## config.mk

```make
export PLATFORM = sky130hd
export DESIGN_NAME = dma_channel
export DESIGN_NICKNAME = d
export VERILOG_FILES = /design/src/rtl/dma_channel.sv
export SDC_FILE = /design/constraint.sdc
export NUM_CORES = 1
export LEC_CHECK = 0
export ABC_AREA = 1
export CAP_MARGIN = 40
export CORE_ASPECT_RATIO = 0.75
export CORE_MARGIN = 2
export CORE_UTILIZATION = 35
export CTS_CLUSTER_DIAMETER = 30
export DETAILED_ROUTE_END_ITERATION = 8
export GPL_ROUTABILITY_DRIVEN = 0
export MAX_ROUTING_LAYER = met4
export PLACE_DENSITY = 0.53
export SYNTH_ARGS = -nofsm -noshare
export SYNTH_HDL_FRONTEND = slang
export SYNTH_SLANG_ARGS = --single-unit
```

## constraint.sdc

```tcl
create_clock -name clk -period 4.1 [get_ports clk]
set_input_delay 0.82 -clock clk [delete_from_list [all_inputs] [get_ports clk]]
set_output_delay 0.82 -clock clk [all_outputs]
set_load 0.01 [all_outputs]
```

## src/rtl/dma_channel.sv

```systemverilog
// dma_channel: single-channel block copy bus master.
// Second initiator on the core memory bus (addr/write/size/wdata).
`ifndef MEM_SIZE_WORD
`define MEM_SIZE_WORD 2'b10
`endif
`ifndef MEM_SIZE_HALF
`define MEM_SIZE_HALF 2'b01
`endif

module dma_channel (
  input  logic        clk,
  input  logic        rst,
  input  logic        start,
  input  logic [31:0] src_addr,
  input  logic [31:0] dst_addr,
  input  logic [15:0] count,
  input  logic        half,
  input  logic [1:0]  src_mode,
  input  logic [1:0]  dst_mode,
  output logic [31:0] addr,
  output logic [31:0] wdata,
  output logic        write,
  output logic [1:0]  size,
  input  logic [31:0] rdata,
  input  logic        pause,
  input  logic        abort,
  output logic        busy,
  output logic        done,
  output logic        error
);

  typedef enum logic [1:0] {
    S_IDLE,
    S_RD,
    S_WR,
    S_TAIL
  } state_t;

  state_t      state_q, state_d;
  logic [31:0] src_q, src_d;
  logic [31:0] dst_q, dst_d;
  logic [31:0] data_q, data_d;
  logic [31:0] addr_q, addr_d;
  logic [15:0] rem_q, rem_d;
  logic        half_q, half_d;
  logic [1:0]  smode_q, smode_d;
  logic [1:0]  dmode_q, dmode_d;
  logic [1:0]  size_q, size_d;
  logic        write_q, write_d;
  logic        done_q, done_d;
  logic        err_q, err_d;

  logic [31:0] src_nxt;
  logic [31:0] dst_nxt;
  logic [15:0] rem_dec;
  logic [15:0] hword;

  function automatic logic [31:0] align(
    input logic [31:0] a,
    input logic        h
  );
    if (h) align = {a[31:1], 1'b0};
    else   align = {a[31:2], 2'b00};
  endfunction

  function automatic logic [31:0] step_addr(
    input logic [31:0] a,
    input logic [1:0]  m,
    input logic        h
  );
    logic [31:0] inc;
    inc = h ? 32'd2 : 32'd4;
    case (m)
      2'b00:   step_addr = a + inc;
      2'b01:   step_addr = a - inc;
      default: step_addr = a;
    endcase
  endfunction

  // Next-state and next-output logic; pause freezes all but done.
  always_comb begin
    state_d = state_q;
    src_d   = src_q;
    dst_d   = dst_q;
    data_d  = data_q;
    addr_d  = addr_q;
    rem_d   = rem_q;
    half_d  = half_q;
    smode_d = smode_q;
    dmode_d = dmode_q;
    size_d  = size_q;
    write_d = write_q;
    err_d   = err_q;
    done_d  = 1'b0;
    src_nxt = step_addr(src_q, smode_q, half_q);
    dst_nxt = step_addr(dst_q, dmode_q, half_q);
    rem_dec = rem_q - 16'd1;
    hword   = src_q[1] ? rdata[31:16] : rdata[15:0];
    if (!pause) begin
      if (abort && state_q != S_IDLE) begin
        state_d = S_IDLE;
        done_d  = 1'b1;
        err_d   = 1'b1;
        write_d = 1'b0;
      end else begin
        unique case (state_q)
          S_IDLE: begin
            if (start) begin
              err_d = 1'b0;
              if (count == 16'd0) begin
                done_d = 1'b1;
              end else begin
                state_d = S_RD;
                src_d   = align(src_addr, half);
                dst_d   = align(dst_addr, half);
                rem_d   = count;
                half_d  = half;
                smode_d = src_mode;
                dmode_d = dst_mode;
                addr_d  = align(src_addr, half);
                write_d = 1'b0;
                size_d  = half ? `MEM_SIZE_HALF
                               : `MEM_SIZE_WORD;
              end
            end
          end
          S_RD: begin
            state_d = S_WR;
            addr_d  = dst_q;
            write_d = 1'b1;
          end
          S_WR: begin
            data_d  = half_q ? {hword, hword} : rdata;
            src_d   = src_nxt;
            dst_d   = dst_nxt;
            rem_d   = rem_dec;
            write_d = 1'b0;
            if (rem_dec != 16'd0) begin
              state_d = S_RD;
              addr_d  = src_nxt;
            end else begin
              state_d = S_TAIL;
              addr_d  = dst_nxt;
            end
          end
          S_TAIL: begin
            state_d = S_IDLE;
            done_d  = 1'b1;
            write_d = 1'b0;
          end
          default: state_d = S_IDLE;
        endcase
      end
    end
  end

  // State and datapath registers with synchronous reset.
  always_ff @(posedge clk) begin
    if (rst) begin
      state_q <= S_IDLE;
      src_q   <= '0;
      dst_q   <= '0;
      data_q  <= '0;
      addr_q  <= '0;
      rem_q   <= '0;
      half_q  <= 1'b0;
      smode_q <= 2'b00;
      dmode_q <= 2'b00;
      size_q  <= `MEM_SIZE_WORD;
      write_q <= 1'b0;
      done_q  <= 1'b0;
      err_q   <= 1'b0;
    end else begin
      state_q <= state_d;
      src_q   <= src_d;
      dst_q   <= dst_d;
      data_q  <= data_d;
      addr_q  <= addr_d;
      rem_q   <= rem_d;
      half_q  <= half_d;
      smode_q <= smode_d;
      dmode_q <= dmode_d;
      size_q  <= size_d;
      write_q <= write_d;
      done_q  <= done_d;
      err_q   <= err_d;
    end
  end

  assign addr  = addr_q;
  assign wdata = data_q;
  assign write = write_q;
  assign size  = size_q;
  assign busy  = (state_q != S_IDLE);
  assign done  = done_q;
  assign error = err_q;

endmodule

```

# == Word-level counts from Yosys, hierarchy flattened ==
# Cells that the tools add are included.
# classes
addsub,5
eq_ne,9
muxes,35
bitwise,3
reduce_logical,19
# op_table
operator,n
one-hot mux 32 bit (2 select lines),4
2-to-1 mux 32 bit,6
one-hot mux 32 bit (3 select lines),1
2-to-1 mux 16 bit,3
adder 32 x 3 -> 32 bit,1
adder 32 bit,1
one-hot mux 16 bit (2 select lines),1
subtractor 32 x 3 -> 32 bit,1
subtractor 32 bit,1
logical NOT 16 bit,1
nonzero test 16 bit,1
subtractor 16 x 1 -> 16 bit (second input constant),1
AND reduction 5 bit,3
2-to-1 mux 2 bit,7
2-to-1 mux 1 bit,9
AND reduction 3 bit,3
one-hot mux 2 bit (4 select lines),1
nonzero test 2 bit,4
equality test 2 x 1 -> 1 bit (second input constant),3
logical NOT 2 bit,3
!= test 3 bit (second input constant),2
equality test 2 bit (second input constant),2
!= test 2 bit (second input constant),2
OR reduction 2 bit,2
other kinds (6),8
# word_totals
ff_bits,156
inputBits,122
output_inout_bits,70
elab_cells,84

# == Logic depth before layout (Yosys ltp) ==
# Gate-level depths: netlist of run 1.
# depth
word_depth,5
depth_mapped,26

# == Least setup slack after synthesis of run 1 ==
# Ideal clock, no wire load.
# synth_path
path_type,register -> register
from,reg dmode_q[1]
to,"reg addr_q[13], in the netlist addr[13]"
setup_ns,0.136
arrival_time_ns,2.517
required_time_ns,3.964
path_slack_ns,1.447
stages_incl_launch_ff,27
n_path_buf,4
synth_period_minus_slack_ns,2.653
cell_sequence,dfxtp_1 -> buf_6 -> inv_2 -> nand2_2 -> buf_6 -> buf_6 -> buf_2 -> nor2_1 -> ha_1 -> nand2_1 -> nand2_1 -> nor2_1 -> nor2_1 -> nand2_1 -> nand2_1 -> nand2_1 -> nand2_1 -> nand2_1 -> nand2_1 -> xor2_1 -> nand2_1 -> nand2_1 -> nand2_1 -> nand2_1 -> nand2_1 -> nand2_1 -> a21oi_2
# synth_between
elab_chain_cells,4
word_cells_on_any_way,5
cone_classes,1 x eq/ne; 3 x mux; 1 x reduce/logical
# synth_rtl
item,line_no,source
from (decl),47,"logic [1:0] dmode_q, dmode_d;"
from (signal assigned),182,dmode_q <= dmode_d;
equality test 2 x 1 -> 1 bit or logical NOT 2 bit (tied branches),73,case (m)
one-hot mux 32 bit (2 select lines) *,73,
2-to-1 mux 32 bit *,138,if (rem_dec != 16'd0) begin
one-hot mux 32 bit (3 select lines) *,106,unique case (state_q)
to (signal assigned),178,addr_q <= addr_d;
to (decl),43,"logic [31:0] addr_q, addr_d;"
# Every way passes the cells marked *; elsewhere a longest branch is shown, timed or not.
# A chain may end at the register's enable or synchronous reset.

# == Worst setup path in the final report of run 1 ==
# layout_path
from,reg smode_q[0]
to,"reg addr_q[26], in the netlist addr[26]"
# layout_between
elab_chain_cells,4
word_cells_on_any_way,5
cone_classes,1 x eq/ne; 3 x mux; 1 x reduce/logical
# layout_rtl
item,line_no,source
from (decl),46,"logic [1:0] smode_q, smode_d;"
from (signal assigned),181,smode_q <= smode_d;
equality test 2 x 1 -> 1 bit or logical NOT 2 bit (tied branches),73,
one-hot mux 32 bit (2 select lines) *,73,
2-to-1 mux 32 bit *,138,
one-hot mux 32 bit (3 select lines) *,106,
# Marked as above.

==> reports/summary.txt, run 1 <==
================================================================================
Outcome ........................................................... finished clean
Compound-cell area share of the yosys netlist .....................        0.236
CP Launch Type ....................................................         flop
Final Critical Period .............................................      3.31 ns
Die ar. ...........................................................  38600 sq um
Final count of pins violating max slew ............................            0
Crit path buffers/inverters .......................................            1
Pint ..............................................................    0.00308 W
Fraction of the mapped netlist area in adder cells ................       0.0116
Via density per instance ..........................................         5.29
Clock-pin slew on the worst setup and hold paths ..................      0.07 ns
Port Buf Inserts ..................................................          189
Portion of netlist area occupied by mux cells .....................            0
Combined area of the multi-input logic cells ......................   8330 sq um
Total GRT Usage ...................................................        0.267
Starting utilization of the core area .............................        0.358
Setup repair after global routing missed its margin ...............           no
Commonest non-fill, non-tap cells in the layout ................... nand2_1 (721), a21oi_1 (283), inv_1 (245)
Maximum level of the CTS H-tree ...................................            4
Clock tree root buffer cell .......................................    clkbuf_16
Longest Clk Path Bufs .............................................            2
Proportion of power drawn by flip-flops and latches ...............        0.340
# DRC .............................................................            0
DP Cell Count .....................................................         2887
Distinct cell type count after synthesis ..........................           52
Fraction of final layout cells with drive strength greater than 1 .       0.0693
Per-instance average area after synthesis .........................   5.67 sq um
Hold-fix buffers at CTS ...........................................            0
Antenna-violating nets left .......................................            0
Synth Net Count ...................................................         2419
Post-CTS Setup Repair Bufs ........................................            0
Largest stage delay, worst path ...................................      0.63 ns
Switching power of the nets .......................................    0.00195 W
Synthesized-area fraction occupied by xor and xnor cells ..........       0.0187
Ranking of synthesized cells by area .............................. dfxtp_1 (24%), nand2_1 (21%), a21oi_1 (11%)
Category of the worst setup path capture point ....................         flop
Number of nets in the layout ......................................         2544
Overflow left after global routing ................................            0
Clock Latency Late Sink ...........................................      0.46 ns
Global-route wire length before repair ............................     78500 um
Per-cell routed wire length .......................................      17.4 um
Detailed-router iteration count before antenna repair .............            6
Max stage delay cell, worst path ..................................      dfxtp_1
Area growth from synthesis to layout ..............................        22.5%
Yosys warning count ...............................................            0
Floorplan core area ...............................................  36200 sq um
Highest fanout seen on the critical path ..........................           26
Power Density .....................................................  317 nW/um^2
# clock sinks .....................................................          153
Worst-case headroom to the max-slew limit .........................        0.580
Top cell type's share of synthesized area .........................        0.236
Post-Syn Instances ................................................         2285
Number of maximum-capacitance violations ..........................            0
Height of the die .................................................       171 um
Path type of the worst min-delay path ............................. flop to flop
Worst supply voltage drop on vdd ..................................     0.234 mV
Vias in the first global route ....................................        14000
Commonest non-fill, non-tap cell in the layout ....................      nand2_1
Filler cells ......................................................         3910
Combinational group share of total power ..........................        0.339
Register bit total from synthesis .................................          153
CTS tree ..........................................................        built
Crit path DAT .....................................................      3.64 ns
Critical-path cell list ........................................... nand2_4, nor2_1, ha_1, inv_1, nor2_1, o21ai_1, nand2_1, nand2_1, nand2_1, nand2_1, nand2_1, nand3b_1, nand3_1, nand2_1, nand3_1, nand3_1, nand3_1, nand2_1, a21oi_1
Switching share of power ..........................................        0.388
HPWL after DPL ....................................................     38400 um
Cell type contributing the most total cell area after synthesis ...      dfxtp_1
I/O pins ..........................................................          192
Static leakage ....................................................      7.18 nW
Worst setup path class ............................................ flop to flop
Period utilisation layout .........................................        0.808
Netlist area before placement .....................................  13000 sq um
Final Hold Violating Endpoints ....................................            0
Setup clock skew after layout .....................................    0.0174 ns
Total area of sequential cells ....................................   3060 sq um
Post-CTS resize count .............................................            0
Site row count ....................................................           60
Final wirelength ..................................................     50700 um
Main combinational cell family by area after synthesis ............ simple AND/OR/NAND/NOR gates
Post-synthesis simple-gate area fraction ..........................        0.376
Number of buffers created by CTS ..................................           17
Post-layout instance count excluding filler cells .................         2919
Final setup violation count .......................................            0
TNS Setup .........................................................         0 ns
Gate family responsible for the most delay along the worst path ... simple AND/OR/NAND/NOR gates
Antenna diode count ...............................................            0
Chip width ........................................................       226 um
Sequential share of the synthesized area ..........................        0.236
Maximum number of pins on one net before global-route repair ......           83
Clock power frac ..................................................        0.321
Max Freq ..........................................................      302 MHz
Routed vias .......................................................        15500
Worst EP required .................................................      4.43 ns
Least-Margin Pin Slew .............................................     0.630 ns
Crit path top cell by count .......................................      nand2_1
Initial antenna violation count ...................................            0
1st-iter DRT viols ................................................         1615
================================================================================
==> cell usage after synthesis (all sizes together) <==
| library cell | n |
|---|---|
| xnor2 | 2 |
| dfxtp | 153 |
| nor2 | 194 |
| a41o | 2 |
| ha | 12 |
| o221ai | 1 |
| a211oi | 1 |
| o41ai | 3 |
| and2 | 4 |
| a21oi | 296 |
| nor3 | 12 |
| xor2 | 24 |
| o21ai | 168 |
| or2 | 27 |
| inv | 267 |
| buf | 41 |
| a41oi | 38 |
| nand2 | 734 |
| a22oi | 1 |
| nand3 | 155 |
| nand3b | 8 |
| clkinv | 3 |
| and3 | 1 |
| clkbuf | 78 |
| a31oi | 8 |
| o211ai | 16 |
| a21o | 5 |
| o21bai | 4 |
| nor4 | 3 |
| o22ai | 5 |
| nand4 | 19 |
==> worst register-to-register path: stages, from the launching register on <==
cell	delay, ns
dfxtp_1	0.63
nand2_4	0.29
nor2_1	0.17
ha_1	0.27
inv_1	0.08
nor2_1	0.06
o21ai_1	0.12
nand2_1	0.12
nand2_1	0.13
nand2_1	0.12
nand2_1	0.09
nand2_1	0.15
nand3b_1	0.16
nand3_1	0.08
nand2_1	0.06
nand3_1	0.13
nand3_1	0.23
nand3_1	0.17
nand2_1	0.09
a21oi_1	0.05
==> through the flow <==
step / total power, W / utilization / cell area [sq um] / hold slack [ns] / setup WS (ns)
final: 0.00503 / 0.438 / 15900 / 0.455 / 0.787
after global routing: 0.00534 / 0.438 / 15900 / 0.475 / 0.497
after global placement: 0.00339 / 0.420 / 15200 / 0.434 / 0.586
after detailed placement: 0.00342 / 0.423 / 15300 / 0.448 / 0.547
after CTS: 0.00504 / 0.438 / 15900 / 0.459 / 0.783
after floorplan: 0.00283 / - / 13000 / 0.457 / 1.45
==> metal layers <==
metal | global-route usage | vias to the layer above | share of wire
li1 | - | 7698 | -
met4 | 0.0732 | 0 | 0.022
met2 | 0.391 | 576 | 0.42
met1 | 0.379 | 7115 | 0.48
met5 | - | - | 0
met3 | 0.0421 | 66 | 0.071
==> path summary, 6_finish.rpt <==
check	startpoint	depth (start not counted)	to	slack, ns
min	addr[0]	2	addr[0]	0.46
max	smode_q[0]	19	addr[26]	0.79
min reg2reg	addr[0]	2	addr[0]	0.46
max reg2reg	smode_q[0]	19	addr[26]	0.79
==> power groups by stage <==
| stage | sequential (W) | combinational (W) | clock, W |
|---|---|---|---|
| after floorplan | 0.00172 | 0.00112 | 0 |
| after global placement | 0.00174 | 0.00165 | 0 |
| after detailed placement | 0.00174 | 0.00168 | 0 |
| after CTS | 0.00171 | 0.00169 | 0.00165 |
| after global routing | 0.00172 | 0.00190 | 0.00171 |
| final | 0.00171 | 0.00171 | 0.00162 |
==> area by class of cell <==
class	instances	share of cell area
clock inverters	13	0.00836
repair buffers	225	0.142
flip-flops and latches	153	0.193
multi-input cells	1743	0.525
well taps	496	0.0391
clock buffers	19	0.0279
inverters	270	0.0640
==> registers in the layout (all words and copies together) (netlist names) <==
name and count:
addr 32, dmode_q 2, done 1, dst_q 31
error 1, rem_q 16, size 2, smode_q 2
src_q 31, state_q 2, wdata 32, write 1
==> kinds of logic (layout without fill, tap and decap cells) <==
logic type / after synthesis / in the layout
compound gates: 548 / 548
xor+xnor: 26 / 26
fa+ha+maj: 12 / 12
buf+inv: 389 / 527
flops: 153 / 153
simple gates: 1157 / 1157
Power figures use the tool's default switching activity.
==> inputs of run 2 (changes only) <==
Settings changed: PLACE_DENSITY 0.53 to 0.55.
Clock period 4.1 ns to 3 ns, I/O delays scaled along.
==> run 2 against run 1 <==
Compared with the run above:
- final cell count grew 0.86%
- sequential power grew 36%
- core utilization grew 0.87 points
- power grew 41%
- sequential share of layout area shrank 0.37 points
- first-iteration DRC count shrank 11%
- wire length shrank 0.10%
- critical path depth grew 1
==> reports/summary.txt, run 2 (synthesis results as in run 1) <==
================================================================================
Timing endpoint of the critical path ..............................     addr[30]
Floorplan core area ...............................................  36200 sq um
Max Freq ..........................................................      360 MHz
Least-Margin Pin Slew .............................................     0.771 ns
Number of cells traversed by the worst hold path ..................            2
Worst supply voltage drop on vdd ..................................     0.365 mV
Worst EP required .................................................      3.32 ns
Maximum level of the CTS H-tree ...................................            4
HPWL after DPL ....................................................     38700 um
Worst-case headroom to the max-slew limit .........................        0.485
# clock sinks .....................................................          153
Number of cell instances on the worst register-to-register path ...           20
Static leakage ....................................................      7.35 nW
CP Launch Point ...................................................   dmode_q[1]
Period utilisation layout .........................................        0.925
Setup clock skew after layout .....................................    0.0116 ns
Maximum number of pins on one net before global-route repair ......           63
Final wirelength ..................................................     50700 um
Site row count ....................................................           60
Clock Latency Late Sink ...........................................      0.45 ns
Via density per instance ..........................................         5.26
I/O pins ..........................................................          192
Detailed-router iteration count before antenna repair .............            5
Launch instance of the worst min-delay path .......................      addr[0]
Worst flop-to-flop path startpoint ................................   dmode_q[1]
Chip width ........................................................       226 um
Placed instance area ..............................................  15500 sq um
Overflow left after global routing ................................            0
CP Launch Type ....................................................         flop
Clock-pin slew on the worst setup and hold paths ..................      0.07 ns
Clock tree root buffer cell .......................................    clkbuf_16
Antenna-violating nets left .......................................            0
Worst setup path class ............................................ flop to flop
Max stage delay cell, worst path ..................................      dfxtp_2
Slack of the critical path ........................................     0.224 ns
Antenna diode count ...............................................            0
Filler cells ......................................................         3940
Hold-fix buffers at CTS ...........................................            0
Final count of pins violating max slew ............................            0
# DRC .............................................................            0
Final Hold Violating Endpoints ....................................            0
Crit path top cell by count .......................................      nand2_1
Port Buf Inserts ..................................................          189
Global-route wire length before repair ............................     77900 um
Register-to-register setup slack ..................................      0.22 ns
Commonest non-fill, non-tap cells in the layout ................... nand2_1 (721), a21oi_1 (283), inv_1 (245)
Die ar. ...........................................................  38600 sq um
Starting utilization of the core area .............................        0.358
Pre-CTS setup slack ...............................................   -0.0383 ns
Number of buffers created by CTS ..................................           17
Highest fanout seen on the critical path ..........................            5
Number of maximum-capacitance violations ..........................            0
Crit path DAT .....................................................      3.10 ns
Per-cell routed wire length .......................................      17.2 um
1st-iter DRT viols ................................................         1440
Final setup violation count .......................................            0
Post-CTS Setup Repair Bufs ........................................            0
CTS tree ..........................................................        built
Fraction of final layout cells with drive strength greater than 1 .       0.0801
Initial antenna violation count ...................................            0
Final std cell area, no fill ......................................  16200 sq um
Power after layout ................................................    0.00712 W
Number of nets in the layout ......................................         2569
Category of the worst setup path capture point ....................         flop
Vias in the first global route ....................................        14200
Commonest non-fill, non-tap cell in the layout ....................      nand2_1
Largest stage delay, worst path ...................................      0.37 ns
Longest Clk Path Bufs .............................................            2
Reg-to-Reg End ....................................................     addr[30]
Final Critical Period .............................................      2.78 ns
Total GRT Usage ...................................................        0.267
Path type of the worst min-delay path ............................. flop to flop
Outcome ........................................................... finished clean
Critical-path cell list ........................................... inv_2, nand2_2, nor2_1, ha_1, inv_1, nor2_1, o21ai_1, nand2_1, nand2_1, nand3_1, nand2_1, nand3_1, nand2_1, nand2_1, nand2_1, nand3_1, nand3_1, nand3_1, nand2_1, a21oi_1
Height of the die .................................................       171 um
Power Density .....................................................  440 nW/um^2
Setup repair after global routing missed its margin ...............           no
Routed vias .......................................................        15500
Area growth from synthesis to layout ..............................        24.9%
================================================================================
[run 2: metrics by stage]
step                 util  cells  hold WS, ns  setup TNS, ns
floorplan               -   2285        0.457              0
global placement    0.428   2910        0.434        -0.0526
detailed placement  0.430   2912        0.444         -0.264
CTS                 0.447   2944        0.455              0
global route        0.447   2944        0.471              0
finish              0.447   2944        0.457              0
[run 2: report_power, final]
group          switching, W  internal [W]
clock network       0.00106       0.00135
logic               0.00150      0.000880
registers          0.000152       0.00218
[run 2: worst min-delay path by stage]
stage               slack [ns]  endpoint
floorplan                 0.46  src_q[3]
global placement          0.43   size[1]
detailed placement        0.44   size[1]
CTS                       0.45   addr[0]
global route              0.47   addr[0]
finish                    0.46   addr[0]
[run 2: metal layers]
| layer | vias to the layer above | wire (um) | GRT usage |
|---|---|---|---|
| li1 | 7749 | - | - |
| met1 | 7045 | 24100 | 0.373 |
| met2 | 609 | 21400 | 0.392 |
| met3 | 74 | 3860 | 0.0412 |
| met4 | 0 | 1310 | 0.0852 |
| met5 | - | 0 | - |
[run 2: critical path, delay by kind of cell, from the launching register on]
kind,cells,cell delay [ns]
compound gates,2,0.22
buf+inv,2,0.14
flops,1,0.37
fa+ha+maj,1,0.30
simple gates,15,1.60
[run 2: final cells by class]
class	count	area [sq um]	share of cell area
Clock buffer	17	425	0.0263
Multi-Input combinational cell	1743	8330	0.515
Sequential cell	153	3060	0.189
Clock inverter	15	208	0.0128
Inverter	270	1020	0.0628
Timing Repair Buffer	250	2510	0.155
Tap cell	496	621	0.0384
[run 2: repair_timing]
| item | CTS | global route |
|---|---|---|
| gates resized for setup | 0 | 3 |
| endpoints found under the hold margin | 0 | 0 |
| endpoints found under the setup margin | 0 | 11 |
